===== config.mk =====
export PLATFORM = sky130hd
export DESIGN_NAME = xdrs_rc_sched
export DESIGN_NICKNAME = d
export VERILOG_FILES = /design/src/rtl/xdrs_rc_pkg.sv /design/src/rtl/xdrs_rc_modtab.sv /design/src/rtl/xdrs_rc_sched.sv
export SDC_FILE = /design/constraint.sdc
export NUM_CORES = 1
export LEC_CHECK = 0
export ABC_AREA = 1
export CAP_MARGIN = 20
export CORE_MARGIN = 5
export CORE_UTILIZATION = 55
export CTS_CLUSTER_DIAMETER = 30
export CTS_CLUSTER_SIZE = 40
export DETAILED_ROUTE_END_ITERATION = 8
export PLACE_DENSITY_LB_ADDON = 0.08
export SYNTH_ARGS = -nofsm -noshare
export SYNTH_HDL_FRONTEND = slang
export SYNTH_SLANG_ARGS = --single-unit
export TNS_END_PERCENT = 50

===== constraint.sdc =====
create_clock -name clk -period 3.7 [get_ports clk]
set_clock_uncertainty 0.2 [all_clocks]
set_input_delay 0.74 -clock clk [delete_from_list [all_inputs] [get_ports clk]]
set_output_delay 0.74 -clock clk [all_outputs]
set_load 0.005 [all_outputs]

===== src/rtl/xdrs_rc_pkg.sv =====
// Shared types and constants for the reconfiguration scheduler.
package xdrs_rc_pkg;

  typedef enum logic [2:0] {
    IDLE     = 3'd0,
    REQ      = 3'd1,
    CFG_GO   = 3'd2,
    CFG_WAIT = 3'd3,
    HOLD     = 3'd4,
    DONE     = 3'd5
  } rc_state_t;

  localparam int unsigned CODEW = 2;
  localparam int unsigned HOLDW = 8;

  localparam logic [CODEW-1:0] RC_OK    = 2'd0;
  localparam logic [CODEW-1:0] RC_SKIP  = 2'd1;
  localparam logic [CODEW-1:0] RC_BADRR = 2'd2;
  localparam logic [CODEW-1:0] RC_FAIL  = 2'd3;

endpackage


===== src/rtl/xdrs_rc_modtab.sv =====
// Per-region table of the currently loaded module with a combinational hit lookup.
module xdrs_rc_modtab
  import xdrs_rc_pkg::*;
#(
  parameter int unsigned NUM_RR = 2,
  parameter int unsigned RRW    = 3,
  parameter int unsigned MODW   = 4
) (
  input  logic            clk,
  input  logic            rst,
  input  logic            wr_en,
  input  logic            wr_clr,
  input  logic [RRW-1:0]  wr_rr,
  input  logic [MODW-1:0] wr_mod,
  input  logic [RRW-1:0]  lk_rr,
  input  logic [MODW-1:0] lk_mod,
  output logic            hit
);

  logic [NUM_RR-1:0] loaded;
  logic [MODW-1:0]   cur_mod [NUM_RR];

  // Region ids are compared rather than used as indices so out-of-range ids never alias.
  always_ff @(posedge clk or posedge rst) begin
    if (rst) begin
      loaded <= '0;
      for (int i = 0; i < NUM_RR; i++) cur_mod[i] <= '0;
    end else begin
      for (int i = 0; i < NUM_RR; i++) begin
        if (wr_rr == RRW'(i)) begin
          if (wr_clr) begin
            loaded[i] <= 1'b0;
          end else if (wr_en) begin
            loaded[i]  <= 1'b1;
            cur_mod[i] <= wr_mod;
          end
        end
      end
    end
  end

  always_comb begin
    hit = 1'b0;
    for (int i = 0; i < NUM_RR; i++) begin
      if (lk_rr == RRW'(i) && loaded[i] && cur_mod[i] == lk_mod) hit = 1'b1;
    end
  end

endmodule


===== src/rtl/xdrs_rc_sched.sv =====
// Reconfiguration scheduler: safe-state handshake, isolate/reset, loader trigger, release.
// Optional macro RC_TIMEOUT_EN bounds the safe-state wait to TIMEOUT cycles.
module xdrs_rc_sched
  import xdrs_rc_pkg::*;
#(
  parameter int unsigned NUM_RR   = 2,
  parameter int unsigned RRW      = 3,
  parameter int unsigned MODW     = 4,
  parameter int unsigned RST_HOLD = 4,
  parameter int unsigned TIMEOUT  = 1024
) (
  input  logic              clk,
  input  logic              rst,
  input  logic              req_valid,
  output logic              req_ready,
  input  logic [RRW-1:0]    req_rr,
  input  logic [MODW-1:0]   req_mod,
  output logic [NUM_RR-1:0] rc_reqn,
  input  logic [NUM_RR-1:0] rc_ackn,
  output logic [NUM_RR-1:0] rr_iso,
  output logic [NUM_RR-1:0] rr_rst,
  output logic              cfg_start,
  output logic [RRW-1:0]    cfg_rr,
  output logic [MODW-1:0]   cfg_mod,
  input  logic              cfg_done,
  input  logic              cfg_err,
  output logic              done_valid,
  output logic [CODEW-1:0]  done_code,
  output logic              busy
);

  if (NUM_RR < 1 || NUM_RR > 8 || RST_HOLD < 1 || RST_HOLD > 255 || TIMEOUT < 1) begin : g_bad_param
    $error("xdrs_rc_sched: parameter out of range");
  end

  rc_state_t         state, state_d;
  logic [RRW-1:0]    sel_rr, sel_rr_d;
  logic [MODW-1:0]   sel_mod, sel_mod_d;
  logic [HOLDW-1:0]  hold_cnt, hold_cnt_d;
  logic [CODEW-1:0]  res_code, res_code_d;

  logic              req_ready_d, cfg_start_d, done_valid_d, busy_d;
  logic [NUM_RR-1:0] rc_reqn_d, rr_iso_d, rr_rst_d;
  logic [RRW-1:0]    cfg_rr_d;
  logic [MODW-1:0]   cfg_mod_d;
  logic [CODEW-1:0]  done_code_d;

  logic [NUM_RR-1:0] req_oh, sel_oh;
  logic              bad_rr, ack, tab_hit, tab_wr, tab_clr;

`ifdef RC_TIMEOUT_EN
  logic [31:0] to_cnt, to_cnt_d;
`endif

  always_comb begin
    req_oh = '0;
    sel_oh = '0;
    for (int i = 0; i < NUM_RR; i++) begin
      req_oh[i] = (req_rr == RRW'(i));
      sel_oh[i] = (sel_rr == RRW'(i));
    end
  end

  assign bad_rr = {1'b0, req_rr} >= (RRW+1)'(NUM_RR);
  assign ack    = |(sel_oh & ~rc_ackn);

  xdrs_rc_modtab #(
    .NUM_RR (NUM_RR),
    .RRW    (RRW),
    .MODW   (MODW)
  ) u_modtab (
    .clk    (clk),
    .rst    (rst),
    .wr_en  (tab_wr),
    .wr_clr (tab_clr),
    .wr_rr  (sel_rr),
    .wr_mod (sel_mod),
    .lk_rr  (req_rr),
    .lk_mod (req_mod),
    .hit    (tab_hit)
  );

  always_comb begin
    state_d      = state;
    sel_rr_d     = sel_rr;
    sel_mod_d    = sel_mod;
    hold_cnt_d   = hold_cnt;
    res_code_d   = res_code;
    rc_reqn_d    = rc_reqn;
    rr_iso_d     = rr_iso;
    rr_rst_d     = rr_rst;
    cfg_rr_d     = cfg_rr;
    cfg_mod_d    = cfg_mod;
    done_code_d  = done_code;
    cfg_start_d  = 1'b0;
    done_valid_d = 1'b0;
    tab_wr       = 1'b0;
    tab_clr      = 1'b0;
`ifdef RC_TIMEOUT_EN
    to_cnt_d     = to_cnt;
`endif

    unique case (state)
      IDLE: begin
        if (req_valid && req_ready) begin
          sel_rr_d  = req_rr;
          sel_mod_d = req_mod;
          if (bad_rr) begin
            state_d      = DONE;
            done_valid_d = 1'b1;
            done_code_d  = RC_BADRR;
          end else if (tab_hit) begin
            state_d      = DONE;
            done_valid_d = 1'b1;
            done_code_d  = RC_SKIP;
          end else begin
            state_d   = REQ;
            rc_reqn_d = rc_reqn & ~req_oh;
`ifdef RC_TIMEOUT_EN
            to_cnt_d  = '0;
`endif
          end
        end
      end
      REQ: begin
        // Ack is acted on the edge it is sampled so a one-cycle pulse is never lost.
        if (ack) begin
          state_d     = CFG_GO;
          rc_reqn_d   = rc_reqn | sel_oh;
          rr_iso_d    = rr_iso | sel_oh;
          rr_rst_d    = rr_rst | sel_oh;
          cfg_start_d = 1'b1;
          cfg_rr_d    = sel_rr;
          cfg_mod_d   = sel_mod;
        end
`ifdef RC_TIMEOUT_EN
        else if (to_cnt == 32'(TIMEOUT - 1)) begin
          state_d      = DONE;
          rc_reqn_d    = rc_reqn | sel_oh;
          done_valid_d = 1'b1;
          done_code_d  = RC_FAIL;
        end else begin
          to_cnt_d = to_cnt + 32'd1;
        end
`endif
      end
      CFG_GO: begin
        state_d = CFG_WAIT;
      end
      CFG_WAIT: begin
        if (cfg_done) begin
          state_d    = HOLD;
          hold_cnt_d = HOLDW'(RST_HOLD - 1);
          res_code_d = cfg_err ? RC_FAIL : RC_OK;
        end
      end
      HOLD: begin
        if (hold_cnt == '0) begin
          state_d      = DONE;
          rr_rst_d     = rr_rst & ~sel_oh;
          rr_iso_d     = rr_iso & ~sel_oh;
          done_valid_d = 1'b1;
          done_code_d  = res_code;
          tab_wr       = (res_code == RC_OK);
          tab_clr      = (res_code != RC_OK);
        end else begin
          hold_cnt_d = hold_cnt - HOLDW'(1);
        end
      end
      DONE: begin
        state_d = IDLE;
      end
      default: begin
        state_d = IDLE;
      end
    endcase

    req_ready_d = (state_d == IDLE);
    busy_d      = (state_d != IDLE);
  end

  always_ff @(posedge clk or posedge rst) begin
    if (rst) begin
      state      <= IDLE;
      sel_rr     <= '0;
      sel_mod    <= '0;
      hold_cnt   <= '0;
      res_code   <= RC_OK;
      req_ready  <= 1'b0;
      rc_reqn    <= '1;
      rr_iso     <= '0;
      rr_rst     <= '0;
      cfg_start  <= 1'b0;
      cfg_rr     <= '0;
      cfg_mod    <= '0;
      done_valid <= 1'b0;
      done_code  <= RC_OK;
      busy       <= 1'b0;
    end else begin
      state      <= state_d;
      sel_rr     <= sel_rr_d;
      sel_mod    <= sel_mod_d;
      hold_cnt   <= hold_cnt_d;
      res_code   <= res_code_d;
      req_ready  <= req_ready_d;
      rc_reqn    <= rc_reqn_d;
      rr_iso     <= rr_iso_d;
      rr_rst     <= rr_rst_d;
      cfg_start  <= cfg_start_d;
      cfg_rr     <= cfg_rr_d;
      cfg_mod    <= cfg_mod_d;
      done_valid <= done_valid_d;
      done_code  <= done_code_d;
      busy       <= busy_d;
    end
  end

`ifdef RC_TIMEOUT_EN
  always_ff @(posedge clk or posedge rst) begin
    if (rst) to_cnt <= '0;
    else     to_cnt <= to_cnt_d;
  end
`endif

endmodule


==> run summary, run 1 <==
OUTCOME
---------------------------------------------------------------------------------
Outcome                                                              finished, final reports clean

FLOORPLANNING
---------------------------------------------------------------------------------
Full die area                                                            5480 um2
Area of the placeable core                                               4000 um2
Die span in x                                                            74.03 um
Number of top-level design ports                                               33
Overall die height                                                       74.03 um
Starting utilization of the core area                                      56.37%
Floorplan row count                                                            23

CRITICAL PATH
---------------------------------------------------------------------------------
Number of buffer and inverter stages on the critical path                       1
Data required time at the worst endpoint                                  2.76 ns
Biggest cell delay along the critical path                                0.57 ns
Cell with the biggest individual delay on the critical path          sky130_fd_sc_hd__dfstp_2
Arrival time at the worst endpoint                                        1.38 ns
Kind of start point of the critical path                                 register
Total number of cells along the worst setup path                                1
Cells traversed along the worst timing path                          clkdlybuf4s50_1
Critical path endpoint category                                      primary output
Depth of the worst register-to-register path                                    7
Top Family by Delay on Critical Path                                   flip-flops
Critical setup path kind                                             register to primary output
Maximum fanout along the worst path                                             4

CLOCK NETWORK
---------------------------------------------------------------------------------
Post-CTS setup buffer count                                                     0
Root Driver                                                          sky130_fd_sc_hd__clkbuf_8
Clock latency of the later-clocked register in the worst-skew pair        0.30 ns
CTS resizes                                                                     0
Number of clock sinks                                                          46
CTS max path bufs                                                               2
CTS Hold Buffers Added                                                          0
CTS tree                                                                    built
Number of CTS-inserted buffers                                                  5
Number of H-tree levels                                                         2
Clock slew at reported path FFs                                           0.09 ns

POWER
---------------------------------------------------------------------------------
Switching share of total power                                             37.53%
Clock network fraction of total power                                       18.2%
Leakage power                                                         0.001311 uW
Highest ir drop seen on vdd                                              394.0 uV
Reported net switching power                                             765.9 uW
Proportion of power drawn by combinational gates                            40.8%
Pwr Density                                                          750.9 nW/um2
Portion of total power attributed to sequential cells                       41.1%
Internal power summed over all cells                                      1275 uW
Final total power                                                         2041 uW

SYNTHESIS
---------------------------------------------------------------------------------
Synthesis-stage register bit count                                             46
Syn Std Cell Area                                                        2255 um2
Leading cell type by number of instances after synthesis             sky130_fd_sc_hd__nand2_1
Synthesized Nets                                                              288
Count of flip-flops with a built-in enable after synthesis                      0
Average cell area after synthesis                                       8.259 um2
Asr flop ratio synth                                                       100.0%
Leading post-synthesis cells by instance count                       sky130_fd_sc_hd__nand2_1, sky130_fd_sc_hd__dfrtp_1, sky130_fd_sc_hd__o21ai_0, sky130_fd_sc_hd__inv_1, sky130_fd_sc_hd__nor2_1
Gate count after technology mapping                                           273
Biggest area contributors in the synthesized netlist                 sky130_fd_sc_hd__dfrtp_1, sky130_fd_sc_hd__nand2_1, sky130_fd_sc_hd__o21ai_0, sky130_fd_sc_hd__inv_1, sky130_fd_sc_hd__nand3_1
Cell type with the largest total area after synthesis                sky130_fd_sc_hd__dfrtp_1
Fraction of post-synthesis cell area in the top cell type by area          48.83%
Yosys warnings                                                                  0
Top_reg_cell synth                                                   sky130_fd_sc_hd__dfrtp_1
Register area share after synthesis                                        51.17%
Number of different library cells in the post-synthesis netlist                31

PLACE
---------------------------------------------------------------------------------
Quantity of I/O buffers inserted on ports                                      32
HPWL reported at the end of detailed placement                            3480 um
Routability-driven placement congestion ratio                              0.8544

STA
---------------------------------------------------------------------------------
Actual transition at the worst max-transition pin                       0.5566 ns
Max-Slew Margin vs Limit                                                   62.67%
Final Hold Violating Endpoints                                                  0
Endpoints failing setup                                                         0
Setup TNS                                                                    0 ns
Unrepaired setup endpoints after global routing                                no
Final-report max-slew violation count                                           0
Time the final worst path needs with I/O delays and setup                2.319 ns
Highest achievable clock rate                                           431.2 MHz
Final critical-path share of the clock period                              62.68%

ROUTE
---------------------------------------------------------------------------------
Average wire per cell in the routed design                               12.67 um
Routed Wire Length                                                        4550 um
Final antenna-violating net count                                               0
Pre-antenna DRT Iters                                                           4
Routed via count                                                             1803
DRC violation count after routing                                               0
Vias per inst                                                               5.022
Iter 0 DRT Violations                                                         122

FINAL LAYOUT
---------------------------------------------------------------------------------
Proportion of layout cells with a drive suffix above 1                     8.738%
Relative area change from synthesis to final layout                        20.53%
Number of diodes added for antenna fixing                                       0
Number of nets in the final layout                                            323

GRT
---------------------------------------------------------------------------------
Initial antenna violation count                                                 0
Overflow left after global routing                                              0
Vias in the first global route                                               1641
Total Routing Usage GR                                                     18.32%
Wire length of the first global-routing pass                              7721 um
Maximum number of pins on one net before global-route repair                   32

MIN PATH
---------------------------------------------------------------------------------
Number of cells on the worst hold path                                          2
Class of the worst hold path                                         register to register

RUN
---------------------------------------------------------------------------------
# Max-Cap Violations                                                            0

==> cells by family after synthesis <==
kind of cell	after synthesis	synth area share, %
and+or+nand+nor	140	28.52
DFF	46	51.17
AOI/OAI and AO/OA	42	9.878
buffers and inverters	40	8.324
xor gates and xnor gates	4	1.554
adders and majority gates	1	0.5549
==> per-stage QoR <==
stage	std cells	worst slack (ns)	hold slack, ns	cell area, um2	util [%]
5_1_grt	359	1.345	0.3115	2718	67.94
2_1_floorplan	273	1.676	0.2416	2255	-
6_report	359	1.381	0.2797	2718	67.94
4_1_cts	359	1.376	0.2835	2718	67.94
3_3_place_gp	351	1.221	0.2587	2604	65.09
3_5_place_dp	351	1.203	0.2619	2604	65.09
==> area by class of cell <==
cell class	count	area, um2
fillers	338	1282
flip-flops and latches	46	1154
multi-input cells	187	913.4
repair buffers	33	327.8
inverters	35	146.4
clock buffers	5	68.82
well taps	50	62.56
clock inverters	3	45.04
==> routing by layer <==
layer	GRT usage [%]	vias up	wire (um)
met5	0	-	0
met4	5.433	0	38
met3	2.973	5	175
met2	28.44	40	2106
met1	26.57	817	2229
li1	-	941	-
==> worst paths after layout <==
path,slack [ns],end,startpoint
min reg2reg,0.28,u_modtab.loaded[0]$_DFFE_PP0P_,u_modtab.loaded[0]$_DFFE_PP0P_
min in group asynchronous,0.52,hold_cnt[6]$_DFFE_PP0P_,rst
max,1.38,rc_reqn[0],rc_reqn[0]$_DFFE_PP1P_
max in group asynchronous,1.99,rc_reqn[1]$_DFFE_PP1P_,rst
max reg2reg,1.70,done_code[0]$_DFFE_PP0P_,state[1]$_DFF_PP0_
min,0.28,u_modtab.loaded[0]$_DFFE_PP0P_,u_modtab.loaded[0]$_DFFE_PP0P_
==> state kept, by name, summed over array words and instances (netlist names), named ones only <==
name	flops
req_ready	1
done_code	2
sel_rr	3
hold_cnt	8
cfg_start	1
sel_mod	4
cfg_rr	3
u_modtab.cur_mod	8
rc_reqn	2
state	3
done_valid	1
res_code	1
busy	1
cfg_mod	4
u_modtab.loaded	2
==> worst min-delay path, cell delays in order, from the launching register on <==
cell and delay (ns):
sky130_fd_sc_hd__dfrtp_1 0.35, sky130_fd_sc_hd__nand2_1 0.05, sky130_fd_sc_hd__nand2_1 0.04
==> power by group through the flow <==
stage | combinational, uW | sequential (uW) | clock, uW
global placement | 816 | 840 | 0
global route | 949 | 865 | 399
finish | 832 | 838 | 370
detailed placement | 838 | 845 | 0
floorplan | 549 | 825 | 0
CTS | 840 | 838 | 377
==> cells in the final DEF (no fill, tap or decap), types with 2 or more instances in the layout <==
cell,count
sky130_fd_sc_hd__o21ai_0,33
sky130_fd_sc_hd__nand3_4,3
sky130_fd_sc_hd__dfstp_2,2
sky130_fd_sc_hd__xnor2_1,2
sky130_fd_sc_hd__nand4_1,4
sky130_fd_sc_hd__xor2_1,2
sky130_fd_sc_hd__clkdlybuf4s50_1,32
sky130_fd_sc_hd__nor2_2,2
sky130_fd_sc_hd__nor2_1,22
sky130_fd_sc_hd__clkbuf_8,5
sky130_fd_sc_hd__inv_2,2
sky130_fd_sc_hd__inv_1,30
sky130_fd_sc_hd__dfrtp_1,44
sky130_fd_sc_hd__nand2_1,85
sky130_fd_sc_hd__a21oi_1,2
sky130_fd_sc_hd__o31ai_1,3
sky130_fd_sc_hd__o21ai_1,2
sky130_fd_sc_hd__nand3_1,17
sky130_fd_sc_hd__clkinvlp_4,2
No activity file was read; power rests on OpenSTA's default activity.
==> run 2, diff against run 1 <==
--- a/config.mk
+++ b/config.mk
@@ -8,7 +8,7 @@
 export ABC_AREA = 1
 export CAP_MARGIN = 20
 export CORE_MARGIN = 5
-export CORE_UTILIZATION = 55
+export CORE_UTILIZATION = 53
 export CTS_CLUSTER_DIAMETER = 30
 export CTS_CLUSTER_SIZE = 40
 export DETAILED_ROUTE_END_ITERATION = 8
==> constraint.sdc (replaced) <==
create_clock -name clk -period 2.2 [get_ports clk]
set_clock_uncertainty 0.2 [all_clocks]
set_input_delay 0.44 -clock clk [delete_from_list [all_inputs] [get_ports clk]]
set_output_delay 0.44 -clock clk [all_outputs]
set_load 0.005 [all_outputs]
==> run summary, run 2 (synthesis results as in run 1) <==
FINAL LAYOUT
-------------------------------------------------------------------------------------
Largest regs                                                             hold_cnt (8), u_modtab.cur_mod (8)
Proportion of layout cells with a drive suffix above 1                         9.615%   +0.88 points
Filler cell count in the final layout                                             354   +4.7%
Number of nets in the final layout                                                326   +0.93%
Reg area                                                                     1154 um2   unchanged
Highest-count cells in the layout ignoring fill and taps                 sky130_fd_sc_hd__nand2_1, sky130_fd_sc_hd__dfrtp_1, sky130_fd_sc_hd__o21ai_0
Most frequent standard cell in the layout excluding fill and tap cells   sky130_fd_sc_hd__nand2_1
Number of diodes added for antenna fixing                                           0   unchanged
Area used by multi-input combinational logic                                913.4 um2   unchanged
Relative area change from synthesis to final layout                            21.86%

GRT
-------------------------------------------------------------------------------------
Overflow left after global routing                                                  0   unchanged
Maximum number of pins on one net before global-route repair                       47   +47%
Initial antenna violation count                                                     0   unchanged
Wire length of the first global-routing pass                                  7866 um   +1.9%
Vias in the first global route                                                   1825   +11%
Total Routing Usage GR                                                         18.24%   -0.074 points

CLOCK NETWORK
-------------------------------------------------------------------------------------
Number of CTS-inserted buffers                                                      5   unchanged
Clock latency of the later-clocked register in the worst-skew pair            0.30 ns   about the same
CTS Hold Buffers Added                                                              0   unchanged
Post-CTS setup buffer count                                                         0   unchanged
Number of clock sinks                                                              46   unchanged
Number of H-tree levels                                                             2   unchanged
Root Driver                                                              sky130_fd_sc_hd__clkbuf_8
Clock slew at reported path FFs                                               0.09 ns   about the same
CTS max path bufs                                                                   2   unchanged
CTS resizes                                                                         0   unchanged
CTS tree                                                                        built

POWER
-------------------------------------------------------------------------------------
Highest ir drop seen on vdd                                                  625.4 uV   +59%
Leakage power                                                             0.001337 uW   +2.0%
Reported net switching power                                                  1277 uW   +67%
Clock network fraction of total power                                           18.1%   about the same
Internal power summed over all cells                                          2156 uW   +69%
Proportion of power drawn by combinational gates                                41.2%   +0.4 points
Portion of total power attributed to sequential cells                           40.7%   -0.4 points
Pwr Density                                                               1250 nW/um2   +66%
Switching share of total power                                                 37.20%   -0.33 points

STA
-------------------------------------------------------------------------------------
Highest achievable clock rate                                               500.4 MHz
Final Hold Violating Endpoints                                                      0   unchanged
Unrepaired setup endpoints after global routing                                    no
Worst-case hold slack                                                       0.2801 ns   +0.0003530 ns
Time the final worst path needs with I/O delays and setup                    1.998 ns
Final critical-path share of the clock period                                  90.83%
Endpoints failing setup                                                             0   unchanged
Setup TNS                                                                        0 ns   unchanged
Max-Slew Margin vs Limit                                                       74.62%   +12 points
Final-report max-slew violation count                                               0   unchanged
Actual transition at the worst max-transition pin                           0.3793 ns   -0.1772 ns

FLOORPLANNING
-------------------------------------------------------------------------------------
Starting utilization of the core area                                          55.57%   -0.80 points
Die span in x                                                                75.23 um   +1.6%
Number of top-level design ports                                                   33   unchanged
Overall die height                                                           75.23 um   +1.6%
Full die area                                                                5659 um2   +3.3%
Area of the placeable core                                                   4058 um2   +1.4%
Floorplan row count                                                                23   unchanged

CRITICAL PATH
-------------------------------------------------------------------------------------
Arrival time at the worst endpoint                                            1.36 ns   -0.02 ns
Cells traversed along the worst timing path                              clkdlybuf4s50_1
Launch instance of the worst register-to-register path                   hold_cnt[0]$_DFFE_PP0P_
Kind of start point of the critical path                                     register
Top Family by Delay on Critical Path                                       flip-flops
Biggest cell delay along the critical path                                    0.56 ns   about the same
R2R Path End                                                             hold_cnt[0]$_DFFE_PP0P_
Critical setup path kind                                                 register to primary output
Number of buffer and inverter stages on the critical path                           1   unchanged
Maximum fanout along the worst path                                                 4   unchanged
Worst reg2reg setup slack                                                     0.23 ns   -1.47 ns
Data required time at the worst endpoint                                      1.56 ns   -1.20 ns
Cell with the biggest individual delay on the critical path              sky130_fd_sc_hd__dfstp_2
Critical path endpoint category                                          primary output
Depth of the worst register-to-register path                                        9   +2

ROUTE
-------------------------------------------------------------------------------------
Final antenna-violating net count                                                   0   unchanged
Routed Wire Length                                                            4475 um   -1.6%
Pre-antenna DRT Iters                                                               4   unchanged
Average wire per cell in the routed design                                   12.36 um   -2.5%
Vias per inst                                                                   5.003   -0.39%
Routed via count                                                                 1811   +0.44%
Iter 0 DRT Violations                                                              96   -21%
DRC violation count after routing                                                   0   unchanged

PLACE
-------------------------------------------------------------------------------------
Routability-driven placement congestion ratio                                  0.8029   -6.0%
Quantity of I/O buffers inserted on ports                                          32   unchanged
HPWL reported at the end of detailed placement                                3327 um   -4.4%

MIN PATH
-------------------------------------------------------------------------------------
Class of the worst hold path                                             input port to async pin

RUN
-------------------------------------------------------------------------------------
# Max-Cap Violations                                                                0   unchanged

OUTCOME
-------------------------------------------------------------------------------------
Outcome                                                                  finished, final reports clean

run 2: changes by cell type in the layout (fill, tap and decap cells not counted):
cell / before / now
sky130_fd_sc_hd__buf_12: 0 / 1
sky130_fd_sc_hd__buf_4: 1 / 3
sky130_fd_sc_hd__clkinv_2: 0 / 2
sky130_fd_sc_hd__clkinvlp_4: 2 / 0
run 2: final cells by class:
type / count / share of cell area (%)
Sequential cell: 46 / 41.99
Multi-Input combinational cell: 187 / 33.24
Timing Repair Buffer: 36 / 13.21
Inverter: 35 / 5.328
Clock buffer: 5 / 2.505
Tap cell: 50 / 2.277
Clock inverter: 3 / 1.457
run 2: power by group through the flow:
stage                     Combinational (uW)  Sequential (uW)  Clock (uW)
final                                   1410             1400         621
after global routing                    1630             1450         660
after CTS                               1430             1400         632
after detailed placement                1430             1410           0
after global placement                  1390             1400           0
after floorplan                          924             1390           0
run 2: how the worst max path moves through the flow:
stage	from	end	slack, ns	depth (start not counted)
after floorplan	rst	async pin	0.48	1
after global placement	req_mod[1]	done_code[1]$_DFFE_PP0P_	0.14	10
after detailed placement	req_mod[1]	done_code[1]$_DFFE_PP0P_	0.09	10
after CTS	rc_reqn[0]$_DFFE_PP1P_	rc_reqn[0]	0.19	1
after global routing	hold_cnt[0]$_DFFE_PP0P_	hold_cnt[1]$_DFFE_PP0P_	0.003	9
final	rc_reqn[0]$_DFFE_PP1P_	rc_reqn[0]	0.20	1
run 2: stage by stage:
step	std cells	worst slack [ns]	total power [uW]	area (um2)	utilization, %
2_1_floorplan	273	0.4755	2312	2255	-
3_3_place_gp	354	0.1416	2797	2639	65.03
3_5_place_dp	354	0.09194	2843	2639	65.03
4_1_cts	362	0.1875	3466	2748	67.72
5_1_grt	362	0.002566	3738	2748	67.72
6_report	362	0.2017	3434	2748	67.72
run 2: layer usage:
layer / vias up / wire length, um / track usage, %
met5: - / 0 / 0
met4: 0 / 60 / 6.990
met3: 6 / 204 / 2.804
met2: 31 / 1977 / 29.21
met1: 835 / 2232 / 25.09
li1: 939 / - / -
==> run 3, diff against run 2 <==
--- a/config.mk
+++ b/config.mk
@@ -8,7 +8,7 @@
 export ABC_AREA = 1
 export CAP_MARGIN = 20
 export CORE_MARGIN = 5
-export CORE_UTILIZATION = 53
+export CORE_UTILIZATION = 45
 export CTS_CLUSTER_DIAMETER = 30
 export CTS_CLUSTER_SIZE = 40
 export DETAILED_ROUTE_END_ITERATION = 8
==> run summary, run 3 (synthesis results as in run 1) <==
OUTCOME
-------------------------------------------------------------------------------------
Outcome                                                                  finished, final reports clean

STA
-------------------------------------------------------------------------------------
Final Hold Violating Endpoints                                                      0   unchanged
Slack of the critical path                                                  0.1911 ns   -0.01063 ns
Endpoints failing setup                                                             0   unchanged
Setup TNS                                                                        0 ns   unchanged
Max-Slew Margin vs Limit                                                       71.77%   -2.8 points
Time the final worst path needs with I/O delays and setup                    2.009 ns   +0.01063 ns
Final critical-path share of the clock period                                  91.31%   +0.48 points
Highest achievable clock rate                                               497.8 MHz   -0.53%
Final-report max-slew violation count                                               0   unchanged
Actual transition at the worst max-transition pin                           0.4209 ns   +0.04153 ns
Unrepaired setup endpoints after global routing                                    no

CRITICAL PATH
-------------------------------------------------------------------------------------
Cell with the biggest individual delay on the critical path              sky130_fd_sc_hd__dfstp_2
Top Family by Delay on Critical Path                                       flip-flops
Arrival time at the worst endpoint                                            1.37 ns   about the same
Data required time at the worst endpoint                                      1.56 ns   about the same
Kind of start point of the critical path                                     register
Number of buffer and inverter stages on the critical path                           1   unchanged
Maximum fanout along the worst path                                                 4   unchanged
Critical setup path kind                                                 register to primary output
Biggest cell delay along the critical path                                    0.57 ns   about the same
Critical path endpoint category                                          primary output
Cells traversed along the worst timing path                              clkdlybuf4s50_1

CLOCK NETWORK
-------------------------------------------------------------------------------------
Number of CTS-inserted buffers                                                      5   unchanged
Clock latency of the later-clocked register in the worst-skew pair            0.29 ns   about the same
Number of H-tree levels                                                             2   unchanged
Clock slew at reported path FFs                                               0.08 ns   about the same
Number of clock sinks                                                              46   unchanged
CTS max path bufs                                                                   2   unchanged
Root Driver                                                              sky130_fd_sc_hd__clkbuf_8
CTS tree                                                                        built
Post-CTS setup buffer count                                                         0   unchanged

ROUTE
-------------------------------------------------------------------------------------
Iter 0 DRT Violations                                                              98   +2.1%
Routed via count                                                                 1797   -0.77%
DRC violation count after routing                                                   0   unchanged
Routed Wire Length                                                            4621 um   +3.3%
Final antenna-violating net count                                                   0   unchanged
Vias per inst                                                                   4.729   -5.5%
Pre-antenna DRT Iters                                                               4   unchanged
Average wire per cell in the routed design                                   12.16 um   -1.6%

FLOORPLANNING
-------------------------------------------------------------------------------------
Number of top-level design ports                                                   33   unchanged
Area of the placeable core                                                   4786 um2   +18%
Die span in x                                                                80.79 um   +7.4%
Full die area                                                                6526 um2   +15%
Starting utilization of the core area                                          47.11%   -8.5 points
Overall die height                                                           80.79 um   +7.4%
Floorplan row count                                                                25   +8.7%

FINAL LAYOUT
-------------------------------------------------------------------------------------
Filler cell count in the final layout                                             455   +29%
Highest-count cells in the layout ignoring fill and taps                 sky130_fd_sc_hd__nand2_1, sky130_fd_sc_hd__dfrtp_1, sky130_fd_sc_hd__o21ai_0
Relative area change from synthesis to final layout                            23.31%
Number of diodes added for antenna fixing                                           0   unchanged
Number of nets in the final layout                                                327   +0.31%
Proportion of layout cells with a drive suffix above 1                         9.904%   +0.29 points
Most frequent standard cell in the layout excluding fill and tap cells   sky130_fd_sc_hd__nand2_1
Finished Cell Area                                                           2780 um2   +1.2%
Largest regs                                                             hold_cnt (8), u_modtab.cur_mod (8)

PLACE
-------------------------------------------------------------------------------------
Worst slack at placement                                                    0.1025 ns   +0.01057 ns
Routability-driven placement congestion ratio                                  0.8216   +2.3%
DP Area                                                                      2668 um2   +1.1%
Quantity of I/O buffers inserted on ports                                          32   unchanged
HPWL reported at the end of detailed placement                                3503 um   +5.3%

POWER
-------------------------------------------------------------------------------------
Highest ir drop seen on vdd                                                  534.3 uV   -15%
Leakage power                                                             0.001340 uW   +0.20%
Pwr Density                                                               1228 nW/um2   -1.7%

GRT
-------------------------------------------------------------------------------------
Vias in the first global route                                                   1720   -5.8%
Maximum number of pins on one net before global-route repair                       37   -21%
Overflow left after global routing                                                  0   unchanged
Wire length of the first global-routing pass                                  7969 um   +1.3%
Initial antenna violation count                                                     0   unchanged
Total Routing Usage GR                                                         16.00%   -2.2 points

MIN PATH
-------------------------------------------------------------------------------------
Class of the worst hold path                                             input port to async pin

RUN
-------------------------------------------------------------------------------------
# Max-Cap Violations                                                                0   unchanged

==> run 3: changes by cell type in the layout (fill, tap and decap cells not counted) <==
cell                        previous run  this run
sky130_fd_sc_hd__nand3_4               3         4
sky130_fd_sc_hd__buf_4                 3         4
sky130_fd_sc_hd__clkbuf_8              5         7
sky130_fd_sc_hd__clkinv_4              0         1
sky130_fd_sc_hd__nand3_2               1         0
sky130_fd_sc_hd__bufinv_16             1         0
sky130_fd_sc_hd__clkinv_2              2         0
==> run 3: where the power goes <==
group	internal (uW)	total [uW]	switching, uW
logic	677	1440	768
clock network	288	570	282
registers	1160	1400	236
total	2130	3420	1290
==> run 3: path summary, 6_finish.rpt <==
path                                    startpoint                 endpoint  slack (ns)  depth (start not counted)
min                                            rst      cfg_start$_DFF_PP0_        0.19                          2
max in group asynchronous                      rst   rc_reqn[1]$_DFFE_PP1P_        1.06                          3
max                         rc_reqn[0]$_DFFE_PP1P_               rc_reqn[0]        0.19                          1
min reg2reg                 sel_mod[2]$_DFFE_PP0P_   sel_mod[2]$_DFFE_PP0P_        0.29                          2
min in group clk            sel_mod[2]$_DFFE_PP0P_   sel_mod[2]$_DFFE_PP0P_        0.29                          2
max reg2reg                hold_cnt[0]$_DFFE_PP0P_  hold_cnt[1]$_DFFE_PP0P_        0.31                          9
==> run 3: through the flow <==
| stage | utilization [%] | total power (uW) | hold slack, ns | cells |
|---|---|---|---|---|
| 3_3_place_gp | 55.74 | 2833 | 0.2644 | 372 |
| 3_5_place_dp | 55.74 | 2869 | 0.2723 | 372 |
| 4_1_cts | 57.93 | 3448 | 0.1992 | 380 |
| 5_1_grt | 58.09 | 3729 | 0.2188 | 380 |
| 6_report | 58.09 | 3415 | 0.1936 | 380 |
| 2_1_floorplan | - | 2312 | 0.2416 | 273 |
==> run 3: area by class of cell <==
cell class                      instances  area, um2  area share, %
Inverter                               35      146.4          5.266
Clock buffer                            7      96.34          3.465
Tap cell                               67      83.83          3.015
Sequential cell                        46       1154          41.49
Timing Repair Buffer                   37      370.4          13.32
Clock inverter                          1      8.758         0.3150
Multi-Input combinational cell        187      920.9          33.12
==> run 3: timing repair <==
action                                  in CTS  in global routing
resized for setup                            0                  1
endpoints found under the setup margin       0                  2
hold buffers                                 0                  0
==> run 3: layer usage <==
metal	wire, um	GRT usage, %	up-vias	share of wire, %
met5	0	0	-	0
met4	48	5.068	0	1.0
met3	237	3.548	4	5.1
met2	2015	23.92	41	44
met1	2320	23.18	810	50
li1	-	-	942	-
